File: src/rtl/alu_pkg.sv
// Shared opcodes, flag bit positions and FSM state type for the pipelined ALU.
package alu_pkg;

   localparam logic [3:0] OP_ADD  = 4'b0000;
   localparam logic [3:0] OP_SUB  = 4'b0001;
   localparam logic [3:0] OP_INC  = 4'b0010;
   localparam logic [3:0] OP_DEC  = 4'b0011;
   localparam logic [3:0] OP_SHL  = 4'b0100;
   localparam logic [3:0] OP_SHR  = 4'b0101;
   localparam logic [3:0] OP_ASR  = 4'b0110;
   localparam logic [3:0] OP_MUL  = 4'b0111;
   localparam logic [3:0] OP_AND  = 4'b1000;
   localparam logic [3:0] OP_OR   = 4'b1001;
   localparam logic [3:0] OP_XOR  = 4'b1010;
   localparam logic [3:0] OP_NOT  = 4'b1011;
   localparam logic [3:0] OP_NAND = 4'b1100;
   localparam logic [3:0] OP_NOR  = 4'b1101;
   localparam logic [3:0] OP_XNOR = 4'b1110;
   localparam logic [3:0] OP_PASS = 4'b1111;

   localparam int FLG_Z = 0;
   localparam int FLG_C = 1;
   localparam int FLG_V = 2;
   localparam int FLG_N = 3;

   typedef enum logic {IDLE, MUL} state_t;

   function automatic logic [3:0] pack_flags(input logic n, input logic v,
                                             input logic c, input logic z);
      logic [3:0] f;
      f        = '0;
      f[FLG_N] = n;
      f[FLG_V] = v;
      f[FLG_C] = c;
      f[FLG_Z] = z;
      return f;
   endfunction

endpackage

File: src/rtl/alu_mul_seq.sv
// Sequential shift-add multiplier: one partial product per cycle, N cycles,
// done pulses for one cycle once the 2N-bit product is final.
module alu_mul_seq
   import alu_pkg::*;
#(
   parameter int N = 8
) (
   input  logic           clk,
   input  logic           rst,
   input  logic           start,
   input  logic [N-1:0]   a,
   input  logic [N-1:0]   b,
   output logic           done,
   output logic [2*N-1:0] product
);

   localparam int CW = $clog2(N);

   logic [2*N-1:0] mcand;
   logic [N-1:0]   mplier;
   logic [CW-1:0]  cnt;
   logic           busy;

   always_ff @(posedge clk) begin
      if (rst) begin
         busy    <= 1'b0;
         done    <= 1'b0;
         cnt     <= '0;
         mcand   <= '0;
         mplier  <= '0;
         product <= '0;
      end else begin
         done <= 1'b0;
         if (start) begin
            mcand   <= {{N{1'b0}}, a};
            mplier  <= b;
            product <= '0;
            cnt     <= CW'(N-1);
            busy    <= 1'b1;
         end else if (busy) begin
            // product doubles as the accumulator; it is final when done rises
            if (mplier[0])
               product <= product + mcand;
            mcand  <= mcand << 1;
            mplier <= mplier >> 1;
            if (cnt == '0) begin
               busy <= 1'b0;
               done <= 1'b1;
            end else begin
               cnt <= cnt - CW'(1);
            end
         end
      end
   end

endmodule

File: src/rtl/alu_pipe.sv
// N-bit ALU with registered result, valid/ready on both sides and status flags.
// ALU_PIPE_MUL_EN adds the multi-cycle multiplier; without it opcode 0111 flags err.
module alu_pipe
   import alu_pkg::*;
#(
   parameter int N = 8,
   parameter int M = 4
) (
   input  logic         clk,
   input  logic         rst,
   input  logic         in_valid,
   output logic         in_ready,
   input  logic [N-1:0] a,
   input  logic [N-1:0] b,
   input  logic [M-1:0] instruction,
   output logic         out_valid,
   input  logic         out_ready,
   output logic [N-1:0] alu_out,
   output logic [3:0]   flags,
   output logic         err
);

   state_t       state;
   logic         accept;
   logic         load_single;
   logic         load_mul;
   logic [N-1:0] mul_res;
   logic [3:0]   mul_flags;
   logic [3:0]   op;

   logic [N:0]   ext;
   logic [N-1:0] res;
   logic         c;
   logic         v;
   logic         e;
   logic [3:0]   flags_c;

   assign op       = instruction;
   assign in_ready = (state == IDLE) && (!out_valid || out_ready);
   assign accept   = in_valid && in_ready;

   always_comb begin
      ext = '0;
      res = '0;
      c   = 1'b0;
      v   = 1'b0;
      e   = 1'b0;
      case (op)
         OP_ADD: begin
            ext = {1'b0, a} + {1'b0, b};
            res = ext[N-1:0];
            c   = ext[N];
            v   = (a[N-1] == b[N-1]) && (res[N-1] != a[N-1]);
         end
         OP_SUB: begin
            ext = {1'b0, a} - {1'b0, b};
            res = ext[N-1:0];
            c   = ext[N];
            v   = (a[N-1] != b[N-1]) && (res[N-1] != a[N-1]);
         end
         OP_INC: begin
            ext = {1'b0, a} + (N+1)'(1);
            res = ext[N-1:0];
            c   = ext[N];
            v   = !a[N-1] && res[N-1];
         end
         OP_DEC: begin
            ext = {1'b0, a} - (N+1)'(1);
            res = ext[N-1:0];
            c   = ext[N];
            v   = a[N-1] && !res[N-1];
         end
         OP_SHL: begin
            ext = {a, 1'b0};
            res = ext[N-1:0];
            c   = ext[N];
            v   = a[N-1] ^ a[N-2];
         end
         OP_SHR: begin
            res = {1'b0, a[N-1:1]};
            c   = a[0];
         end
         OP_ASR: begin
            res = {a[N-1], a[N-1:1]};
            c   = a[0];
         end
         OP_MUL: begin
`ifndef ALU_PIPE_MUL_EN
            e = 1'b1;
`endif
         end
         OP_AND:  res = a & b;
         OP_OR:   res = a | b;
         OP_XOR:  res = a ^ b;
         OP_NOT:  res = ~a;
         OP_NAND: res = ~(a & b);
         OP_NOR:  res = ~(a | b);
         OP_XNOR: res = ~(a ^ b);
         OP_PASS: res = a;
         default: res = '0;
      endcase
   end

   assign flags_c = pack_flags(res[N-1], v, c, res == '0);

`ifdef ALU_PIPE_MUL_EN
   state_t         state_nx;
   logic           mul_start;
   logic           mul_done;
   logic [2*N-1:0] product;

   always_ff @(posedge clk) begin
      if (rst)
         state <= IDLE;
      else
         state <= state_nx;
   end

   always_comb begin
      state_nx  = state;
      mul_start = 1'b0;
      case (state)
         IDLE: begin
            if (accept && op == OP_MUL) begin
               state_nx  = MUL;
               mul_start = 1'b1;
            end
         end
         MUL: begin
            if (mul_done)
               state_nx = IDLE;
         end
         default: state_nx = IDLE;
      endcase
   end

   alu_mul_seq #(.N(N)) u_mul (
      .clk     (clk),
      .rst     (rst),
      .start   (mul_start),
      .a       (a),
      .b       (b),
      .done    (mul_done),
      .product (product)
   );

   assign load_single = accept && (op != OP_MUL);
   assign load_mul    = mul_done;
   assign mul_res     = product[N-1:0];
   assign mul_flags   = pack_flags(product[N-1], 1'b0, |product[2*N-1:N],
                                   product[N-1:0] == '0);
`else
   assign state       = IDLE;
   assign load_single = accept;
   assign load_mul    = 1'b0;
   assign mul_res     = '0;
   assign mul_flags   = '0;
`endif

   // A new result may overwrite one being handed off in the same cycle.
   always_ff @(posedge clk) begin
      if (rst) begin
         out_valid <= 1'b0;
         alu_out   <= '0;
         flags     <= '0;
         err       <= 1'b0;
      end else if (load_single) begin
         out_valid <= 1'b1;
         alu_out   <= res;
         flags     <= flags_c;
         err       <= e;
      end else if (load_mul) begin
         out_valid <= 1'b1;
         alu_out   <= mul_res;
         flags     <= mul_flags;
         err       <= 1'b0;
      end else if (out_ready) begin
         out_valid <= 1'b0;
      end
   end

endmodule

File: config.mk
export PLATFORM = sky130hd
export DESIGN_NAME = alu_pipe
export DESIGN_NICKNAME = d
export VERILOG_FILES = /design/src/rtl/alu_pkg.sv /design/src/rtl/alu_mul_seq.sv /design/src/rtl/alu_pipe.sv
export SDC_FILE = /design/constraint.sdc
export NUM_CORES = 1
export LEC_CHECK = 0
export ABC_AREA = 1
export BUFFER_PORTS_ARGS = -buffer_cell sky130_fd_sc_hd__buf_2
export CORE_AREA = 2 2 75 77
export CTS_CLUSTER_DIAMETER = 200
export DETAILED_ROUTE_END_ITERATION = 7
export DIE_AREA = 0 0 77 79
export HOLD_SLACK_MARGIN = 0.15
export MAX_ROUTING_LAYER = met4
export PLACE_DENSITY = 0.78
export SYNTH_ARGS = -nofsm -noshare
export SYNTH_HDL_FRONTEND = slang
export SYNTH_SLANG_ARGS = --single-unit
File: constraint.sdc
create_clock -name clk -period 1.9 [get_ports clk]
set_input_delay 0.095 -clock clk [delete_from_list [all_inputs] [get_ports clk]]
set_output_delay 0.095 -clock clk [all_outputs]
set_load 0.05 [all_outputs]
==> flow_summary.json, run 1 <==
{
  "syn_inst": 496,
  "viasPerCell": 5.47,
  "finalCritPeriodShare_pct": 93.9,
  "yosys.area_share.simple_pct": 52.4,
  "fin_skew_ns": 0.00546,
  "grt_pass1_vias": 3190,
  "setup_viol": 0,
  "track_usage_pct": 32.3,
  "cp.depth": 15,
  "drive_gt1_share_pct": 21.9,
  "wirelength_mm": 9.56,
  "comb_power_share_pct": 59.7,
  "critPathBufInv": 2,
  "maxSlewHeadroom_pct": 63.2,
  "worst-setup-path-type": "input port to register",
  "design_area_mm2": 0.00344,
  "end_kind": "register",
  "hold_viol_final": 0,
  "drtAntennaViolNets": 0,
  "max_freq_mhz": 560,
  "min_period_ns": 1.78,
  "synth_top_family_by_area": "simple AND/OR/NAND/NOR gates",
  "swShare_pct": 45.4,
  "ys_seq_elements": 13,
  "pwr-share-seq_pct": 22.5,
  "vdd_drop_max_uv": 324,
  "syn_avg_cell_area_um2": 5.40,
  "drt_first_pass_iters": 5,
  "grt_max_degree": 16,
  "synth_edf_count": 0,
  "cp_common_cell": "nand2_1",
  "num_vias": 3569,
  "rrSetupSlack_ns": 0.54,
  "initial_core_util_pct": 50.2,
  "clk_latency_ns": 0.24,
  "antenna_found_initial": 0,
  "placed_cells": 644,
  "drc": 0,
  "yosysSeqAreaShare_pct": 9.72,
  "cts.path.max_buffers": 2,
  "slew_violations": 0,
  "setup_ws_ns": 0.115,
  "slowest_stage": "fa_1",
  "stdcell_count": 652,
  "crit_family": "simple AND/OR/NAND/NOR gates",
  "synthXorXnorAreaFrac_pct": 0.981,
  "status": "finished, final reports clean",
  "die_h_um": 79,
  "clock-sinks": 13,
  "area_growth_pct": 28.6,
  "leakagePower_nw": 1.90,
  "clkTransAtPathRegs_ns": 0.05,
  "overflow": 0,
  "power.net_switching_uw": 607,
  "cts_root_buf": "clkbuf_8",
  "final_net_count": 637,
  "place_area_mm2": 0.00327,
  "p_per_area_mw_per_mm2": 389,
  "h-tree-depth": 1,
  "dieArea_mm2": 0.00608,
  "wl_per_cell_um": 14.7,
  "worstPathArrival_ns": 1.96,
  "yosysWarnings": 0,
  "first_iter_violations": 370,
  "pwr-share-clk_pct": 17.8,
  "muxShareOfSynthArea_pct": 0,
  "cts_made_buffers": 3,
  "numPortBuffers": 38,
  "rsz0062_at_grt": "yes",
  "hp-class": "input port to register",
  "max_slew.worst_pin.slew_ns": 0.551,
  "max_stage_delay_ns": 0.53,
  "synth.distinct_cells": 29,
  "diodes": 0,
  "r2r_cells": 5,
  "cts_tree": "done",
  "synth_compound_area_share_pct": 9.91,
  "synth_area_mm2": 0.00268,
  "min_path_cells": 5,
  "dp_hpwl_mm": 7.72,
  "worstPathCellList": "buf_12, ha_4, inv_4, fa_1, nand3b_1, nand2_1, nor2_1, nand2_1, nor2_2, nand2_1, nor2_2, nand2_1, nor2_1, nand3_1, a21oi_2",
  "synth-main-ff-cell": "dfxtp_1",
  "synth_fa_ha_area_share_pct": 15.5,
  "drv_cap": 0,
  "die_x_um": 77,
  "io_pins": 39,
  "place.gp.congestion": 1.04,
  "async_flop_share_pct": 0,
  "intPower_uw": 731,
  "setup.worst_path.start_class": "input port",
  "required_ns": 2.08,
  "core_mm2": 0.00534,
  "cp_max_fo": 4,
  "syn_nets": 552,
  "dp_slack_ns": -0.0652,
  "grt_pass1_wl_mm": 15.4,
  "rows": 27
}
## Yosys cell counts, types with 3 or more instances
| cell type | number | area [um2] |
|---|---|---|
| nand3b_1 | 6 | 45.0 |
| buf_2 | 5 | 25.0 |
| nand2_1 | 155 | 582 |
| nand4_1 | 12 | 75.1 |
| clkbuf_1 | 3 | 11.3 |
| nor2_2 | 7 | 43.8 |
| nand3_1 | 69 | 345 |
| nor2_1 | 64 | 240 |
| nand2_4 | 3 | 33.8 |
| o21ai_0 | 20 | 100 |
| dfxtp_1 | 13 | 260 |
| inv_1 | 61 | 229 |
| inv_2 | 6 | 22.5 |
| ha_1 | 30 | 375 |
| a21oi_1 | 21 | 105 |
## metrics by stage
step | hold slack [ns] | setup TNS, ns | util, % | power [mW]
floorplan | 0.164 | 0 | - | 0.780
global placement | 0.355 | -0.0225 | 61.3 | 1.05
detailed placement | 0.360 | -0.0652 | 61.3 | 1.06
CTS | 0.310 | 0 | 62.5 | 1.30
global route | 0.360 | -0.0254 | 64.5 | 1.44
finish | 0.313 | 0 | 64.5 | 1.34
## path summary, 6_finish.rpt
| check | start | endpoint |
|---|---|---|
| setup / recovery | a[0] | flags[0]$_SDFFE_PP0P_ |
| hold / removal | in_valid | flags[1]$_SDFFE_PP0P_ |
| setup reg to reg | out_valid$_SDFFE_PP0P_ | out_valid$_SDFFE_PP0P_ |
| hold reg to reg | flags[1]$_SDFFE_PP0P_ | flags[1]$_SDFFE_PP0P_ |
## cell type report
| cell class | instances | area, um2 |
|---|---|---|
| flip-flops and latches | 13 | 260 |
| inverters | 68 | 258 |
| fillers | 542 | 1900 |
| multi-input cells | 405 | 2170 |
| well taps | 72 | 90.1 |
| clock buffers | 4 | 45.0 |
| repair buffers | 90 | 614 |
## timing repair
| item | in CTS | in global routing |
|---|---|---|
| resized for setup | 0 | 29 |
| endpoints found under the setup margin | 0 | 1 |
| hold endpoints to repair | 5 | 0 |
| buffers inserted | 0 | 2 |
| hold buffers | 2 | 0 |
## worst min-delay path, stage by stage
cell and delay, ns:
buf_2 0.07, nand2_1 0.06, buf_4 0.17, nand2_1 0.06
a21oi_1 0.05
## layer usage
layer  share of wire (%)  vias up  GRT usage (%)  routed length (um)
met2                  44      176           50.8                4170
met4                 3.0        0           11.6                 282
li1                    -     1763              -                   -
met1                  44     1600           43.2                4220
met3                 9.3       30           3.86                 887
met5                   0        -              -                   0
## registers in the layout (all words and copies together), names as in the netlist
signal / flops
alu_out: 8
out_valid: 1
err: 1
flags: 3
## power by group through the flow
stage | clock network [mW] | registers (mW) | logic [mW]
after floorplan | 0 | 0.375 | 0.406
after global placement | 0 | 0.306 | 0.741
after detailed placement | 0 | 0.307 | 0.750
after CTS | 0.242 | 0.301 | 0.756
after global routing | 0.260 | 0.303 | 0.874
final | 0.238 | 0.301 | 0.799
## cell usage in the layout, fill, tap and decap left out, types with 2 or more instances in the layout
cell           instances
a21oi_1               20
buf_2                 36
buf_4                 49
clkbuf_8               3
dfxtp_1               13
dlygate4sd3_1          2
ha_1                  29
inv_1                 58
inv_2                  8
nand2_1              153
nand2_2                4
nand2_4                3
nand3_1               66
nand3_2                3
nand3b_1               6
nand4_1               12
nor2_1                60
nor2_2                10
nor3_2                 2
o211ai_1               2
o21ai_0               19
o22ai_1                2
xnor2_1                2
## cells by family after synthesis
kind of cell    after synthesis
compound gates               49
flops                        13
simple gates                321
buf+inv                      78
fa+ha+maj                    32
xor+xnor                      3
Note: power is estimated with default switching activity, not from simulation.
==> run 2, diff against run 1 <==
--- a/config.mk
+++ b/config.mk
@@ -7,13 +7,14 @@
 export LEC_CHECK = 0
 export ABC_AREA = 1
 export BUFFER_PORTS_ARGS = -buffer_cell sky130_fd_sc_hd__buf_2
-export CORE_AREA = 2 2 75 77
+export CORE_AREA = 10 10 83 85
 export CTS_CLUSTER_DIAMETER = 200
 export DETAILED_ROUTE_END_ITERATION = 7
-export DIE_AREA = 0 0 77 79
+export DIE_AREA = 0 0 93 95
 export HOLD_SLACK_MARGIN = 0.15
 export MAX_ROUTING_LAYER = met4
 export PLACE_DENSITY = 0.78
 export SYNTH_ARGS = -nofsm -noshare
 export SYNTH_HDL_FRONTEND = slang
+export SYNTH_HIERARCHICAL = 1
 export SYNTH_SLANG_ARGS = --single-unit
==> flow_summary.json, run 2 <==
{
  "status": "finished, final reports clean",
  "rows": 27,
  "dp_slack_ns": -0.0927,
  "drc": 0,
  "grt_pass1_wl_mm": 15.7,
  "finalCritPeriodShare_pct": 92.2,
  "synth-main-ff-cell": "dfxtp_1",
  "worstPathCellList": "buf_4, inv_1, ha_1, inv_2, fa_2, nand3_1, nand2_1, nor2_1, nand2_1, nor2_2, nand2_1, nor2_1, nand2_1, nor2_1, nand3_1, a21oi_1",
  "yosys.area_share.simple_pct": 52.4,
  "wirelength_mm": 9.82,
  "cts_root_buf": "clkbuf_8",
  "required_ns": 2.07,
  "cp_max_fo": 5,
  "top_register": "alu_out",
  "synthXorXnorAreaFrac_pct": 0.981,
  "p_per_area_mw_per_mm2": 395,
  "max_slew.worst_pin.slew_ns": 0.482,
  "comb_power_share_pct": 59.7,
  "grt_max_degree": 16,
  "clk_latency_ns": 0.24,
  "core_mm2": 0.00534,
  "fin_skew_ns": 0.00297,
  "largest_register_ffs": 8,
  "cp_common_cell": "nand2_1",
  "place_area_mm2": 0.00327,
  "stdcell_count": 650,
  "diodes": 0,
  "slew_violations": 0,
  "leakagePower_nw": 1.89,
  "synth.distinct_cells": 29,
  "ys_seq_elements": 13,
  "numPortBuffers": 38,
  "dieArea_mm2": 0.00884,
  "cts.path.max_buffers": 2,
  "postLayoutCoreUtil_pct": 62.9,
  "tns_ns": 0,
  "h-tree-depth": 1,
  "fillCellCount": 579,
  "synth_edf_count": 0,
  "final_common_cell": "nand2_1",
  "hp-class": "input port to register",
  "end_kind": "register",
  "die_h_um": 95,
  "synth_top_family_by_area": "simple AND/OR/NAND/NOR gates",
  "antenna_found_initial": 0,
  "drtAntennaViolNets": 0,
  "dp_hpwl_mm": 8.09,
  "wl_per_cell_um": 15.1,
  "p_total_mw": 1.33,
  "clkTransAtPathRegs_ns": 0.05,
  "async_flop_share_pct": 0,
  "slowest_stage": "fa_2",
  "yosys.area.top_type": "nand2_1",
  "die_x_um": 93,
  "yosysSeqAreaShare_pct": 9.72,
  "cts_made_buffers": 3,
  "muxShareOfSynthArea_pct": 0,
  "layout_common_cells": "nand2_1 (153), nand3_1 (69), nor2_1 (62)",
  "multiInputGateArea_mm2": 0.00212,
  "post-synth-top-count-cell": "nand2_1",
  "setup.worst_path.start_class": "input port",
  "maxSlewHeadroom_pct": 67.8,
  "synthTopCellsByArea": "nand2_1 (22%), ha_1 (14%), nand3_1 (13%)",
  "synthDominantCellAreaShare_pct": 21.7,
  "io_pins": 39,
  "track_usage_pct": 22.4,
  "num_vias": 3509,
  "cts_tree": "done",
  "placed_cells": 643,
  "swShare_pct": 45.3,
  "final-seq-area_um2": 260,
  "min_period_ns": 1.75,
  "synth_fa_ha_area_share_pct": 15.5,
  "synth_area_mm2": 0.00268,
  "hold_viol_final": 0,
  "grt_pass1_vias": 3227,
  "viasPerCell": 5.40,
  "syn_nets": 552,
  "area_growth_pct": 25.5,
  "synth_commonest_cells": "nand2_1 (155), nand3_1 (69), nor2_1 (64)",
  "drv_cap": 0,
  "final_net_count": 635,
  "syn_avg_cell_area_um2": 5.40,
  "place.gp.congestion": 1.04,
  "max_freq_mhz": 571,
  "pwr-share-seq_pct": 22.7,
  "initial_core_util_pct": 50.2,
  "drive_gt1_share_pct": 19.7,
  "power.net_switching_uw": 601,
  "setup_ws_ns": 0.148,
  "yosysWarnings": 6,
  "design_area_mm2": 0.00336,
  "syn_inst": 496,
  "pwr-share-clk_pct": 17.6,
  "vdd_drop_max_uv": 325,
  "whs_ns": 0.292,
  "drt_first_pass_iters": 5,
  "overflow": 0,
  "setup_viol": 0,
  "intPower_uw": 726,
  "worst-setup-path-type": "input port to register",
  "reg_top3": "alu_out x8, flags x3",
  "synth_compound_area_share_pct": 9.91,
  "first_iter_violations": 427,
  "worstPathArrival_ns": 1.92,
  "max_stage_delay_ns": 0.42,
  "clock-sinks": 13
}
[run 2: cell counts after synthesis]
Identical to the previous run, type by type.
[run 2: cell type report]
class | count | share of cell area (%)
Clock buffer | 4 | 1.34
Multi-Input combinational cell | 405 | 63.2
Tap cell | 72 | 2.68
Timing Repair Buffer | 88 | 17.4
Inverter | 68 | 7.60
Sequential cell | 13 | 7.75
[run 2: worst max-delay path: cells and delay by family]
family / cells / cell delay [ns]
adder cells (fa/ha/maj): 2 / 0.62
AND/OR/NAND/NOR: 10 / 0.87
AO/OA/AOI/OAI: 1 / 0.11
buffers and inverters: 3 / 0.23
[run 2: logic make-up after synthesis]
| kind of cell | Yosys count |
|---|---|
| AOI/OAI and AO/OA | 49 |
| buffers and inverters | 78 |
| DFF | 13 |
| xor gates and xnor gates | 3 |
| adders and majority gates | 32 |
| and+or+nand+nor | 321 |
[run 2: power groups by stage]
stage	Clock, mW	Combinational (mW)	Sequential, mW
2_1_floorplan	0	0.406	0.375
3_3_place_gp	0	0.752	0.306
3_5_place_dp	0	0.763	0.307
4_1_cts	0.242	0.769	0.301
5_1_grt	0.253	0.868	0.303
6_report	0.233	0.792	0.301
[run 2: worst paths after layout]
check	cells after the start	slack [ns]	endpoint	startpoint
worst max-delay path	16	0.15	flags[0]$_SDFFE_PP0P_	a[0]
worst min-delay path	4	0.29	out_valid$_SDFFE_PP0P_	in_valid
worst min register to register	2	0.46	err$_SDFFE_PP0P_	err$_SDFFE_PP0P_
worst max register to register	9	0.73	flags[0]$_SDFFE_PP0P_	out_valid$_SDFFE_PP0P_
[run 2: what timing repair did]
action,4_1_cts,5_1_grt
hold buffers,2,0
endpoints found under the setup margin,0,1
setup buffers,0,1
hold endpoints to repair,5,0
gates resized for setup,0,6
[run 2: layer usage]
layer | up-vias | GRT usage, % | part of all wire [%] | wire (um)
li1 | 1753 | - | - | -
met1 | 1574 | 28.0 | 44 | 4290
met2 | 162 | 35.8 | 45 | 4460
met3 | 20 | 2.85 | 8.4 | 826
met4 | 0 | 8.87 | 2.4 | 240
met5 | - | - | 0 | 0
